==> src/rtl/qam_demodulation.sv <==
// qam_demodulation: Avalon-ST hard-decision QPSK/16-QAM demapper with packet framing.
// Two-stage valid/ready pipeline: stage 1 holds the raw I/Q beat and the framing
// decision, stage 2 holds the sliced bits that drive the aso outputs.
// Optional feature macro: QAM_DEMOD_DROP_CNT_EN adds a saturating drop_cnt output.
//
// Framing FSM
//   state     | meaning
//   ST_IDLE   | outside a packet; beats without SOP are accepted and dropped
//   ST_PACKET | inside a packet; every beat is forwarded and counted in cnt
module qam_demodulation #(
  parameter int MAX_PACKET_BEATS = 1024,
  parameter int QAM_STAGE        = 4,
  parameter int MOD_IN_WIDTH     = 4,
  parameter int PIPELINE_DEEPTH  = 1
) (
  input  logic                                        clock_clk,
  input  logic                                        reset_reset,
  input  logic [PIPELINE_DEEPTH*MOD_IN_WIDTH*2-1:0]   asi_in0_data,
  output logic                                        asi_in0_ready,
  input  logic                                        asi_in0_valid,
  input  logic                                        asi_in0_empty,
  input  logic                                        asi_in0_startofpacket,
  input  logic                                        asi_in0_endofpacket,
  output logic [PIPELINE_DEEPTH*$clog2(QAM_STAGE)-1:0] aso_out0_data,
  input  logic                                        aso_out0_ready,
  output logic                                        aso_out0_valid,
  output logic                                        aso_out0_endofpacket,
  output logic                                        aso_out0_startofpacket,
  output logic                                        aso_out0_empty
`ifdef QAM_DEMOD_DROP_CNT_EN
  ,
  output logic [15:0]                                 drop_cnt
`endif
);

  localparam int B  = $clog2(QAM_STAGE);
  localparam int H  = B / 2;
  localparam int W  = MOD_IN_WIDTH;
  localparam int DW = PIPELINE_DEEPTH * W * 2;
  localparam int OW = PIPELINE_DEEPTH * B;
  localparam int CW = $clog2(MAX_PACKET_BEATS + 1);
  localparam logic signed [W-1:0] T_POS = W'(2 ** (W - 2));
  localparam logic signed [W-1:0] T_NEG = W'(-(2 ** (W - 2)));
  localparam logic signed [W-1:0] ZERO  = '0;

  typedef enum logic {ST_IDLE, ST_PACKET} state_t;

  state_t          state, state_nxt;
  logic [CW-1:0]   cnt, cnt_nxt;
  logic            fwd, fwd_eop;
  logic            accept, s1_load, s2_load;

  logic            s1_valid, s1_sop, s1_eop, s1_empty;
  logic [DW-1:0]   s1_data;
  logic [OW-1:0]   sliced;

  // Per-axis slicer; 16-QAM levels map to Gray codes 00,01,11,10 from most negative up.
  function automatic logic [H-1:0] slice_axis(input logic signed [W-1:0] x);
    logic [1:0] r;
    if (QAM_STAGE == 16) begin
      if (x < T_NEG)      r = 2'b00;
      else if (x < ZERO)  r = 2'b01;
      else if (x < T_POS) r = 2'b11;
      else                r = 2'b10;
    end else begin
      r = {1'b0, (x >= ZERO)};
    end
    return r[H-1:0];
  endfunction

  // A stage may load when it is empty or its contents move on this edge.
  assign s2_load       = !aso_out0_valid || aso_out0_ready;
  assign s1_load       = !s1_valid || s2_load;
  assign asi_in0_ready = !reset_reset && s1_load;
  assign accept        = asi_in0_valid && asi_in0_ready;

  // Framing state register.
  always_ff @(posedge clock_clk) begin
    if (reset_reset) begin
      state <= ST_IDLE;
      cnt   <= '0;
    end else begin
      state <= state_nxt;
      cnt   <= cnt_nxt;
    end
  end

  // Framing decision for the beat being accepted; SOP always (re)starts a packet.
  always_comb begin
    state_nxt = state;
    cnt_nxt   = cnt;
    fwd       = 1'b0;
    fwd_eop   = 1'b0;
    if (accept && (asi_in0_startofpacket || state == ST_PACKET)) begin
      fwd       = 1'b1;
      cnt_nxt   = asi_in0_startofpacket ? CW'(1) : cnt + CW'(1);
      fwd_eop   = asi_in0_endofpacket || (cnt_nxt == CW'(MAX_PACKET_BEATS));
      state_nxt = fwd_eop ? ST_IDLE : ST_PACKET;
    end
  end

  // Stage 1: raw beat plus framing; dropped beats leave the slot invalid.
  always_ff @(posedge clock_clk) begin
    if (reset_reset) begin
      s1_valid <= 1'b0;
      s1_data  <= '0;
      s1_sop   <= 1'b0;
      s1_eop   <= 1'b0;
      s1_empty <= 1'b0;
    end else if (s1_load) begin
      s1_valid <= fwd;
      s1_data  <= asi_in0_data;
      s1_sop   <= asi_in0_startofpacket;
      s1_eop   <= fwd_eop;
      s1_empty <= asi_in0_empty;
    end
  end

  // Slice every symbol of the stage-1 beat into {Q bits, I bits}.
  always_comb begin
    sliced = '0;
    for (int k = 0; k < PIPELINE_DEEPTH; k++) begin
      sliced[k*B +: H]     = slice_axis(s1_data[k*2*W +: W]);
      sliced[k*B + H +: H] = slice_axis(s1_data[k*2*W + W +: W]);
    end
  end

  // Stage 2: output register, held while downstream stalls.
  always_ff @(posedge clock_clk) begin
    if (reset_reset) begin
      aso_out0_valid         <= 1'b0;
      aso_out0_data          <= '0;
      aso_out0_startofpacket <= 1'b0;
      aso_out0_endofpacket   <= 1'b0;
      aso_out0_empty         <= 1'b0;
    end else if (s2_load) begin
      aso_out0_valid         <= s1_valid;
      aso_out0_data          <= sliced;
      aso_out0_startofpacket <= s1_sop;
      aso_out0_endofpacket   <= s1_eop;
      aso_out0_empty         <= s1_empty;
    end
  end

`ifdef QAM_DEMOD_DROP_CNT_EN
  logic drop;
  assign drop = accept && !fwd;

  // Saturating count of beats discarded outside a packet.
  always_ff @(posedge clock_clk) begin
    if (reset_reset)
      drop_cnt <= '0;
    else if (drop && drop_cnt != 16'hFFFF)
      drop_cnt <= drop_cnt + 16'd1;
  end
`endif

endmodule
==> config.mk <==
export PLATFORM = sky130hd
export DESIGN_NAME = qam_demodulation
export DESIGN_NICKNAME = d
export VERILOG_FILES = /design/src/rtl/qam_demodulation.sv
export SDC_FILE = /design/constraint.sdc
export NUM_CORES = 1
export LEC_CHECK = 0
export ABC_AREA = 1
export CELL_PAD_IN_SITES_DETAIL_PLACEMENT = 1
export CELL_PAD_IN_SITES_GLOBAL_PLACEMENT = 1
export CORE_ASPECT_RATIO = 0.75
export CORE_UTILIZATION = 38
export DETAILED_ROUTE_END_ITERATION = 6
export GPL_TIMING_DRIVEN = 0
export HOLD_SLACK_MARGIN = 0.15
export PLACE_DENSITY = 0.81
export SLEW_MARGIN = 20
export SYNTH_ARGS = -nofsm -noshare
export SYNTH_HDL_FRONTEND = slang
export SYNTH_SLANG_ARGS = --single-unit
==> constraint.sdc <==
create_clock -name clock_clk -period 3.4 [get_ports clock_clk]
set_clock_uncertainty 0.1 [all_clocks]
set_input_delay 0.34 -clock clock_clk [delete_from_list [all_inputs] [get_ports clock_clk]]
set_output_delay 0.34 -clock clock_clk [all_outputs]
set_load 0.02 [all_outputs]
Yosys cells after proc, flatten, opt, wreduce, memory -nomap -nowiden
Index checks and enable logic that the tools add are counted.
W data, S select, Z words.
- word-level logic and storage cells: 30
- register bits: 30
- output and inout port bits: 7
- input port bits: 15
- reduce and logical (&&, ||, !) cells: 10
- multiplexer cells: 4
- $lt $le $gt $ge: 2
- equality and inequality tests: 1
- add/sub/neg operators: 1
- operators by type and width (operator ; count):
    $add A11 B1 Y11 const B ; 1
    $eq A11 B11 Y1 const B ; 1
    $mux W11 ; 1
    $ge A4 B1 Y1 const B ; 2
    $logic_or A1 B1 Y1 ; 4
    $logic_and A1 B1 Y1 ; 3
    $logic_not A1 Y1 ; 3
    $mux W1 ; 3

Logic depth before layout (Yosys ltp)
Gate-level depths: netlist (run 1).
- depth after elaboration: 7
- mapped depth: 13
- depth with buffers taken out: 13

Worst setup path after synthesis (run 1)
OpenSTA, ideal clock, no wires.
- path kind: flip-flop to flip-flop
- start: reg aso_out0_valid
- end: reg cnt[9]
- path buffers: 1
- arrival: 1388 ps
- stages on the path, launching flop included: 12
- setup slack: 1826 ps
- library setup time: 86 ps
- required time: 3214 ps
- period minus slack after synthesis: 1574 ps
- cells stage by stage: dfxtp_1 inv_1 nor2_4 inv_4 nor2_2 inv_2 nand2_1 nor2_1 buf_2 inv_2 nor2_1 a211oi_1
- cells in the longest elaborated chain, start to end: 6
- RTL lines (element ; RTL line ; source):
    start, declared ; 26 ; output logic aso_out0_valid,
    start signal, assigned ; 137 ; aso_out0_valid <= s1_valid;
    $logic_not A1 Y1 ; 72 ; assign s2_load = !aso_out0_valid || aso_out0_ready;
    $logic_or A1 B1 Y1 ; 72 ;
    $logic_or A1 B1 Y1 ; 73 ; assign s1_load = !s1_valid || s2_load;
    $logic_and A1 B1 Y1 ; 74 ; assign asi_in0_ready = !reset_reset && s1_load;
    $logic_and A1 B1 Y1 ; 75 ; assign accept = asi_in0_valid && asi_in0_ready;
    $logic_and A1 B1 Y1 ; 94 ; if (accept && (asi_in0_startofpacket || state == ST_PACKET)) begin
    end signal, assigned ; 84 ; cnt <= cnt_nxt;
    end, declared ; 49 ; logic [CW-1:0] cnt, cnt_nxt;
Every way passes these cells.
A chain may end at the register's enable or synchronous reset.

Worst setup path after layout (run 1)
- start: in reset_reset
- end: out asi_in0_ready
- cells in the longest elaborated chain, start to end: 2
- RTL lines (element ; RTL line ; source):
    start, declared ; 17 ; input logic reset_reset,
    $logic_not A1 Y1 ; 74 ;
    $logic_and A1 B1 Y1 ; 74 ;
    end, declared ; 19 ; output logic asi_in0_ready,
Every way passes these cells.

==> impl_metrics.tcl, run 1 <==
set metrics [dict create \
    outcome "finished, violations left" \
    core_area_um2 2940 \
    grt_max_degree 13 \
    period_share 0.687 \
    grt.total_usage 0.204 \
    cts-root-buf "clkbuf_8" \
    path_max_fanout 8 \
    antenna_found_initial 0 \
    cts_tree "done" \
    crit_path_cell_trace "clkdlybuf4s50_1, inv_1, nand2_1, inv_1, clkdlybuf4s50_1" \
    die_h_um 50.2 \
    cts_setup_buffers 0 \
    synthFlopType "dfxtp_1" \
    rsz0062_at_grt "false" \
    critical_path.slowest_cell "clkdlybuf4s50_1" \
    violations "DRC" \
    wl_per_cell_um 13.2 \
    fillers 383 \
    layoutNonFillerInstCount 225 \
    clk_pin_slew_ns 0.08 \
    cts_max_level 1 \
    ys_ff_latch 24 \
    ys_top_cells_by_area "dfxtp_1 (41%), nand2_1 (9.2%), nor2_1 (9.2%)" \
    final_area_um2 1420 \
    finalMaxSlewViolations 0 \
    gp_congestion 0.820 \
    synthArstFlopShare 0 \
    initial_core_util 0.401 \
    worst_skew_pair.late_latency_ns 0.27 \
    period_minus_slack_ns 2.34 \
    fmax_ghz 0.428 \
    crit_type "in -> out" \
    ys_types 23 \
    synth_top_area_frac 0.408 \
    grt_pass1_wl_mm 5.05 \
    hp-class "reg -> reg" \
    num_vias 1113 \
    critPathRequiredTime_ns 2.96 \
    ir_drop_v 0.000234 \
    max-cap-violations 0 \
    portBuffers 15 \
    crit_arrival_ns 1.90 \
    end_kind "primary output" \
    regArea_um2 480 \
    ant_nets 0 \
    placed_area_um2 1380 \
    setup_tns_ns 0 \
    critPathMaxStageDelay_ns 0.59 \
    yosysTopAreaCell "dfxtp_1" \
    clock_tree.buffer_depth 2 \
    mappedNetlistNets 185 \
    multiInputGateArea_um2 587 \
    syn_avg_cell_area_um2 6.97 \
    clock-sinks 24 \
    ys_seq_area_frac 0.408 \
    dieArea_um2 3330 \
    die_x_um 66.3 \
    slew_headroom 0.757 \
    synth_edf_count 0 \
    hpwl_mm 2.34 \
    first_iter_violations 39 \
    post_cts_resized 0 \
    rows 17 \
    cellPowerDensity_nw_per_um2 388 \
    pin_count 22 \
    n_antenna_cell 0 \
    ctsHoldBuffers 0 \
    cts_buffers 3 \
    drtPass1Iterations 6 \
    nets 205 \
    final_cell_mix "nand2_1 (29), nor2_1 (29), dfxtp_1 (24), o21ai_0 (20)" \
    drive_above_1_share 0.112 \
    syn_to_final_growth_pct 20.3 \
    syn_area_um2 1180 \
    finalSetupViolations 0 \
    wl_mm 2.98 \
    ys_warn_count 0 \
    gr-total-overflow 0 \
    grt_pass1_vias 1056 \
    worst_slew_pin_slew_ns 0.364 \
    drc_errors 1 \
    post_drt_via_cell_ratio 4.95 \
    hold_viol_final 0 \
    syn-instance-count 169 \
    dpl.cell_count 222 \
    crit_path_start_kind "primary input" \
    p_leak_uw 0.000595 \
]
worst max-delay path, delay by kind of cell:
family	cells	cell delay (ns)
and+or+nand+nor	1	0.11
buffers and inverters	4	1.44
synth_stat cells, drive strengths merged, types with 2 or more instances:
cell / instances
nor2: 34
dfxtp: 24
nand3: 11
a21oi: 17
buf: 3
o21ai: 20
nand2: 32
inv: 19
clkbuf: 4
o21bai: 2
kinds of logic after synthesis:
family | after synthesis | share of synthesized area
fa+ha+maj | 1 | 0.0106
simple gates | 78 | 0.305
flops | 24 | 0.408
buf+inv | 26 | 0.0935
compound gates | 40 | 0.183
stage by stage:
| step | hold WS [ns] | total power, µW | worst slack (ns) | util |
|---|---|---|---|---|
| global route | 0.367 | 579 | 0.978 | 0.483 |
| finish | 0.340 | 550 | 1.06 | 0.483 |
| global placement | 0.318 | 384 | 1.08 | 0.468 |
| floorplan | 0.302 | 355 | 1.83 | - |
| CTS | 0.343 | 556 | 1.06 | 0.483 |
| detailed placement | 0.333 | 388 | 1.07 | 0.468 |
cell type report:
cell class	count	share of cell area
Timing Repair Buffer	15	0.106
Sequential cell	24	0.339
Tap cell	38	0.0336
Clock buffer	3	0.0292
Buffer	7	0.0256
Multi-Input combinational cell	119	0.414
Inverter	19	0.0521
metal layers:
layer  vias up  GRT usage  share of wire
met2        12      0.303           0.43
li1        579          -              -
met1       520      0.304           0.54
met3         2     0.0409          0.024
met4         0     0.0426         0.0074
met5         -          0              0
flip-flops by register name, summed over array words and instances (netlist names):
signal	flops
s1_data	2
state	1
aso_out0_valid	1
aso_out0_startofpacket	1
s1_valid	1
s1_eop	1
aso_out0_empty	1
s1_sop	1
s1_empty	1
aso_out0_data	2
cnt	11
aso_out0_endofpacket	1
worst paths after layout:
check	slack, ns	cells after the start	endpoint	startpoint
max	1.06	5	asi_in0_ready	reset_reset
min	0.34	1	aso_out0_data[1]	s1_data[7]
max reg2reg	1.56	13	s1_eop	cnt[0]
min reg2reg	0.34	1	aso_out0_data[1]	s1_data[7]
power breakdown:
group          internal [µW]  switching, µW
clock network           79.3           89.3
registers                296           11.1
logic                   32.3           41.8
total                    408            142
No activity file was read; power rests on OpenSTA's default activity.
==> inputs of run 2 (changes only) <==
--- a/config.mk
+++ b/config.mk
@@ -9,11 +9,11 @@
 export CELL_PAD_IN_SITES_DETAIL_PLACEMENT = 1
 export CELL_PAD_IN_SITES_GLOBAL_PLACEMENT = 1
 export CORE_ASPECT_RATIO = 0.75
-export CORE_UTILIZATION = 38
+export CORE_UTILIZATION = 35
 export DETAILED_ROUTE_END_ITERATION = 6
 export GPL_TIMING_DRIVEN = 0
 export HOLD_SLACK_MARGIN = 0.15
-export PLACE_DENSITY = 0.81
+export PLACE_DENSITY = 0.76
 export SLEW_MARGIN = 20
 export SYNTH_ARGS = -nofsm -noshare
 export SYNTH_HDL_FRONTEND = slang
==> constraint.sdc (replaced) <==
create_clock -name clock_clk -period 2.4 [get_ports clock_clk]
set_clock_uncertainty 0.1 [all_clocks]
set_input_delay 0.24 -clock clock_clk [delete_from_list [all_inputs] [get_ports clock_clk]]
set_output_delay 0.24 -clock clock_clk [all_outputs]
set_load 0.02 [all_outputs]
==> run 2 against run 1 <==
  * The flow now finishes without violations
  * Final cell count did not move
  * Sequential share of layout area did not move
  * Worst hold slack got worse by 0.0052 ns
  * Register-to-register slack got worse by 1.0 ns
  * Die area rose by 8.3%
  * First-iteration DRC count fell by 15%
  * Combinational power rose by 42%
  * Sequential power rose by 42%
  * Non-clock buffer count did not move
  * Critical path depth did not move
  * Wire length rose by 1.0%
  * Core utilization fell by 2.0 points
  * Critical path type unchanged
  * Largest cell class unchanged
==> impl_metrics.tcl, run 2 (synthesis gave the netlist of run 1 again) <==
set metrics [dict create \
    outcome "completed" \
    num_vias 1109 \
    rsz0062_at_grt "false" \
    grt.total_usage 0.205 \
    ir_drop_v 0.000260 \
    grt_pass1_vias 1056 \
    cts_setup_buffers 0 \
    setup_tns_ns 0 \
    cts_buffers 3 \
    reg_top3 "cnt: 11 flops, aso_out0_data: 2 flops, s1_data: 2 flops" \
    period_share 0.900 \
    dieArea_um2 3600 \
    period_minus_slack_ns 2.16 \
    post_drt_via_cell_ratio 4.93 \
    die_x_um 69.0 \
    crit_type "in -> out" \
    core_area_um2 3060 \
    pin_count 22 \
    cellPowerDensity_nw_per_um2 550 \
    die_h_um 52.2 \
    drive_above_1_share 0.112 \
    finalSetupViolations 0 \
    finalMaxSlewViolations 0 \
    crit_arrival_ns 1.82 \
    hpwl_mm 2.36 \
    clock-sinks 24 \
    clock_tree.buffer_depth 2 \
    end_kind "primary output" \
    syn_to_final_growth_pct 20.3 \
    rows 17 \
    critPathRequiredTime_ns 2.06 \
    n_antenna_cell 0 \
    cts_tree "done" \
    antenna_found_initial 0 \
    wl_mm 3.01 \
    grt_pass1_wl_mm 5.11 \
    final_cell_mix "nand2_1 (29), nor2_1 (29), dfxtp_1 (24), o21ai_0 (20)" \
    largest_reg_flops 11 \
    worst_skew_pair.late_latency_ns 0.26 \
    final_core_util 0.462 \
    initial_core_util 0.384 \
    grt_max_degree 13 \
    fmax_ghz 0.463 \
    first_iter_violations 33 \
    drtPass1Iterations 4 \
    worst_slew_pin_slew_ns 0.407 \
    gr-total-overflow 0 \
    crit_path_start_kind "primary input" \
    slew_headroom 0.729 \
    ctsHoldBuffers 0 \
    post_cts_resized 0 \
    drc_errors 0 \
    cts-root-buf "clkbuf_8" \
    path_max_fanout 8 \
    wl_per_cell_um 13.4 \
    ant_nets 0 \
    portBuffers 15 \
    nets 205 \
    clk_pin_slew_ns 0.08 \
    max_flop_register "cnt" \
    cts_max_level 1 \
    hp-class "reg -> reg" \
    max-cap-violations 0 \
    p_leak_uw 0.000595 \
    gp_congestion 0.806 \
    hold_viol_final 0 \
]
[run 2: final cells by class]
class / count / area, µm²
Fill cell: 405 / 1650
Multi-Input combinational cell: 119 / 587
Sequential cell: 24 / 480
Timing Repair Buffer: 15 / 150
Inverter: 19 / 73.8
Tap cell: 38 / 47.5
Clock buffer: 3 / 41.3
Buffer: 7 / 36.3
[run 2: path summary, 6_finish.rpt]
check               from          endpoint  slack (ns)  cells past startpoint
max reg2reg       cnt[0]            s1_eop        0.55                     13
max          reset_reset     asi_in0_ready        0.24                      5
min reg2reg   s1_data[3]  aso_out0_data[0]        0.33                      1
min           s1_data[3]  aso_out0_data[0]        0.33                      1
[run 2: worst max-delay path, cell delays in order]
cell and delay, ns:
clkdlybuf4s50_1 0.52, inv_1 0.28, nand2_1 0.12, inv_1 0.07, clkdlybuf4s50_1 0.59
[run 2: metrics by stage]
stage | area [µm²] | power (µW) | hold WS [ns] | setup slack, ns | std cells
CTS | 1420 | 789 | 0.339 | 0.232 | 225
floorplan | 1180 | 502 | 0.202 | 0.826 | 169
global placement | 1380 | 546 | 0.315 | 0.248 | 222
detailed placement | 1380 | 550 | 0.327 | 0.243 | 222
finish | 1420 | 779 | 0.335 | 0.240 | 225
global route | 1420 | 824 | 0.371 | 0.148 | 225
[run 2: power by group]
| group | switching (µW) | leakage [µW] | internal [µW] |
|---|---|---|---|
| sequential | 15.5 | 0.000197 | 419 |
| combinational | 59.5 | 0.000376 | 45.8 |
| clock | 127 | 0.0000216 | 112 |
| total | 201 | 0.000595 | 577 |
[run 2: routing by layer]
layer	vias to the layer above	track usage	share of wire
li1	578	-	-
met1	514	0.298	0.55
met2	13	0.291	0.41
met3	4	0.0522	0.031
met4	0	0.0612	0.010
met5	-	0	0
